<file path="src/rtl/sng_lfsr8.sv">
// -----------------------------------------------------------------------------
// sng_lfsr8 -- 8-bit stochastic number generator core.
//
// A maximal-length Fibonacci LFSR (x^8 + x^6 + x^5 + x^4 + 1) that produces
// one pseudo-random 8-bit value per enabled clock. Downstream stochastic
// comparators use this value to turn binary operands into bitstreams.
//
// Ports:
//   clk     in   1  system clock, all state changes on the rising edge
//   reset   in   1  synchronous, active-high; loads the seed (0 is mapped to 1)
//   enable  in   1  advance the LFSR one step per clock while high
//   seed    in   8  initial state, only looked at while reset is high
//   data    out  8  current LFSR state, driven straight from the register
//
// The sequence has period 255 and never visits 8'h00 once reset. Before the
// first reset the state is undefined.
// -----------------------------------------------------------------------------
module sng_lfsr8 (
  input  logic       clk,
  input  logic       reset,
  input  logic       enable,
  input  logic [7:0] seed,
  output logic [7:0] data
);

  logic [7:0] r_state;
  logic       w_feedback;
  logic [7:0] w_seed_safe;
  logic [7:0] w_state_next;

  // Taps at bits 7,5,4,3 correspond to the polynomial terms x^8,x^6,x^5,x^4.
  assign w_feedback = r_state[7] ^ r_state[5] ^ r_state[4] ^ r_state[3];

  // An all-zero state is a fixed point of the XOR feedback and would lock the
  // generator up forever, so a zero seed is replaced by 8'h01.
  assign w_seed_safe = (seed == 8'h00) ? 8'h01 : seed;

  // Shift toward the MSB and insert the feedback bit at the LSB.
  assign w_state_next = {r_state[6:0], w_feedback};

  // NOTE: state registers are written with non-blocking assignments so every
  // flop samples its inputs from before the edge, independent of block order.
  always_ff @(posedge clk) begin
    if (reset) begin
      r_state <= w_seed_safe;
    end else if (enable) begin
      r_state <= w_state_next;
    end
  end

  assign data = r_state;

endmodule

</file>
<file path="config.mk">
export PLATFORM = sky130hd
export DESIGN_NAME = sng_lfsr8
export DESIGN_NICKNAME = d
export VERILOG_FILES = /design/src/rtl/sng_lfsr8.sv
export SDC_FILE = /design/constraint.sdc
export NUM_CORES = 1
export LEC_CHECK = 0
export CAP_MARGIN = 0
export CORE_AREA = 3 3 40 42
export DETAILED_ROUTE_END_ITERATION = 6
export DIE_AREA = 0 0 43 45
export GPL_TIMING_DRIVEN = 0
export HOLD_SLACK_MARGIN = 0.12
export PLACE_DENSITY = 0.71
export SLEW_MARGIN = 20
export SYNTH_ARGS = -nofsm -noshare
export SYNTH_HDL_FRONTEND = slang
export SYNTH_SLANG_ARGS = --single-unit
</file>
<file path="constraint.sdc">
create_clock -name clk -period 3 [get_ports clk]
set_input_delay 0.6 -clock clk [delete_from_list [all_inputs] [get_ports clk]]
set_output_delay 0.6 -clock clk [all_outputs]
set_load 0.01 [all_outputs]
</file>
# Yosys cells after proc, flatten, opt, wreduce, memory -nomap -nowiden
# Cells that the tools add are included.
# W data, S select, Z words.
[word_totals]
romBits = 0
ram_bits = 0
mem_count = 0
latch_bits = 0
inputBits = 11
register_bits = 8
[classes]
add_sub_neg = 0
n_reduce_logical = 2
n_shift = 0
bitwise_logic = 3
n_mux = 3
magnitude_cmp = 0
eq_ne = 0
n_mul = 0
div = 0
[ops]
columns = ["op", "n"]
rows = [
  ["$mux W8", 3],
  ["$logic_not A8 Y1", 1],
  ["$xor A1 B1 Y1", 3],
  ["$reduce_bool A2 Y1", 1],
]

# Depth between registers and ports, before layout
[logic_depth]
ltp_word = 5
depth_mapped = 3

# Least setup slack after synthesis
# No wires, ideal clock.
[synth_timing]
kind = "input to register"
start = "input port reset"
end = "register r_state[0], in the netlist data[0] (enable)"
cell_stages = 2
path_buffers = 1
setup_slack_ns = 1.602
required_time_ns = 2.729
arrival_time_ns = 1.127
setup_ns = 0.271
path_cell_list = "buf_2 or2_2"
[synth_via]
elab_chain_cells = 1
[synth_rtl]
columns = ["item", "line_no", "rtl"]
rows = [
  ["start, declared", "20", "input logic reset,"],
  ["$reduce_bool A2 Y1 (no source line)", "--", ""],
  ["end signal, assigned", "45", "r_state <= w_seed_safe;"],
  ["end signal, assigned", "47", "r_state <= w_state_next;"],
  ["end, declared", "26", "logic [7:0] r_state;"],
]
# Every way passes these cells.
# A chain may end at the register's enable or synchronous reset.

# Final worst setup path
[layout_timing]
start = "register r_state[3], in the netlist data[3]"
end = "output port data[3]"
[layout_rtl]
columns = ["item", "line_no", "rtl"]
rows = [
  ["end, declared", "23", "output logic [7:0] data"],
]
# No word-level cell between the ends.

==> impl_metrics.yaml <==
grt:
  grt_pass1_wl_um: 1440
  grt_usage_pct: 11.3
  antenna_found_initial: 0
  grt_max_degree: 10
  grt_pass1_vias: 280
  overflow: 0
placement:
  place.gp.congestion: 0.697
  io_buffers: 17
setup_path:
  worstPathRequired_ns: 2.40
  endpoint_kind: "output pin"
  start_kind: "flip-flop"
  cp_slowest_cell: "clkdlybuf4s50_1"
  slowest_delay_ns: 0.55
  path_delay_family: "buffers and inverters"
  path_buf_inv: 1
  cp_cell_sequence: "clkdlybuf4s50_1"
  path_max_fanout: 3
  cp.arrival_ns: 1.21
  path_class: "flip-flop to output pin"
timing:
  drv_slew: 0
  fmax_ghz: 0.551
  fin_setup_tns_ns: 0
  setup_viol: 0
  hold_ws_ns: 0.584
  rsz0062_at_grt: "false"
  hold_viol: 0
  slew_headroom_pct: 84.6
  period_needed_ns: 1.81
  skew_ns: 0.00766
  worst_pin_slew_ns: 0.229
  fin_crit_sh_pct: 60.5
cts:
  cts_buffer_depth: 2
  cts_tree: "done"
  path_clk_slew_ns: 0.06
  clkLatencyLatePin_ns: 0.26
  htree_levels: 1
  cts_resized: 0
  cts_made_buffers: 3
  cts_setup_buffers: 0
  cts_root_buf: "clkbuf_4"
  clock-sinks: 8
  ctsHoldBuffers: 0
cells_and_area:
  antenna_cells: 0
  area.growth.synth_to_final_pct: 55.2
  drive_gt1_share_pct: 27.3
  fillers: 117
  largest_reg_flops: 8
  nets: 57
  seq_area_um2: 240
  multiInputGateArea_um2: 138
synth:
  yosys_warnings: 0
  synth_top_family_by_area: "multiplexers"
  synth_most_common_cell: "edfxtp_1"
  syn_area_um2: 383
  synthFlopType: "edfxtp_1"
  synth.net_count: 35
  synthCells: 24
  yosys.area.top_type_share_pct: 62.7
  synth_edf_count: 8
  ys_seq_area_share_pct: 62.7
  syn_avg_cell_area_um2: 16.0
  synth_fa_ha_area_share_pct: 0
  ys_top_cells_by_area: "edfxtp_1 63%, mux2_2 21%, xor2_1 4.6%, mux2i_1 2.6%, xnor2_1 2.3%"
  synthSimpleGateAreaFrac_pct: 4.58
  synth_compound_area_share_pct: 1.31
  synth_common_cells: "8 x edfxtp_1, 7 x mux2_2, 2 x xor2_1"
  ys_types: 10
  synthXorXnorAreaFrac_pct: 6.86
  ys_ff_latch: 8
  synth-async-reset-ratio_pct: 0
  yosys.area.top_type: "edfxtp_1"
  synth_mux_area_share_pct: 23.2
detailed_routing:
  drc: 0
  wl_met2_um: 477
  top_layer_used: "met4"
  drt_iter0_drc: 2
  wl_met1_um: 345
  post_drt_wl_per_cell_um: 15.1
  met3_length_um: 50
  vias: 265
  firstDrtPassIters: 2
  routed_wl_um: 890
  via_per_inst: 4.49
  ant_nets: 0
floorplanning:
  die_h_um: 45
  placementRows: 13
  core_um2: 1280
  initial_utilization_pct: 29.8
  die_w_um: 43
  dieArea_um2: 1940
  io_pins: 19
pwr:
  p_per_area_nw_per_um2: 533
  vdd.ir_drop.worst_mv: 0.236
  p_leak_uw: 0.000215
job:
  cap_viol_max_count: 0
outcome:
  status: "complete, no violations"
min_path:
  hp-class: "flip-flop to flip-flop"
metal layers:
layer	vias to the layer above	GRT usage, %
met2	7	17.4
li1	131	-
met1	124	11.6
met5	-	0
met3	3	7.17
met4	0	7.23
placed cells by master (no fill, tap or decap):
cell type	instances
a21oi_1	1
buf_2	1
clkbuf_4	3
clkdlybuf4s50_1	17
edfxtp_1	8
mux2_2	7
mux2i_1	1
nor3_1	1
nor4_1	1
or2_2	1
xnor2_1	1
xor2_1	2
path summary, 6_finish.rpt:
path           start  endpoint  slack [ns]  cells past startpoint
max          data[3]   data[3]        1.19                      1
min reg2reg  data[2]   data[3]        0.58                      1
max reg2reg  data[3]   data[0]        1.85                      3
min          data[2]   data[3]        0.58                      1
logic make-up after synthesis:
| group | after synthesis |
|---|---|
| muxes | 8 |
| DFF | 8 |
| xor gates and xnor gates | 3 |
| and+or+nand+nor | 3 |
| AOI/OAI and AO/OA | 1 |
| buffers and inverters | 1 |
per-stage QoR:
| step | instances | cell area [um2] | setup slack (ns) | power, uW | util [%] |
|---|---|---|---|---|---|
| after floorplan | 24 | 383 | 1.60 | 186 | - |
| after global placement | 56 | 572 | 1.23 | 230 | 44.5 |
| after detailed placement | 56 | 572 | 1.28 | 233 | 44.5 |
| after CTS | 59 | 594 | 1.18 | 323 | 46.3 |
| after global routing | 59 | 594 | 1.13 | 337 | 46.3 |
| final | 59 | 594 | 1.19 | 317 | 46.3 |
layout make-up:
class	instances	share of cell area [%]
timing repair buffer	17	28.6
tap	15	3.16
sequential	8	40.4
buffer	1	0.842
multi-input combinational	15	23.2
clock buffer	3	3.79
report_power, final:
| group | switching [uW] | internal (uW) | total (uW) | leakage [uW] |
|---|---|---|---|---|
| registers | 8.98 | 142 | 151 | 0.0000815 |
| logic | 28.3 | 50.5 | 78.8 | 0.000120 |
| clock network | 41.1 | 46.1 | 87.2 | 0.0000138 |
| total | 78.4 | 239 | 317 | 0.000215 |
No activity file was read; power rests on OpenSTA's default activity.
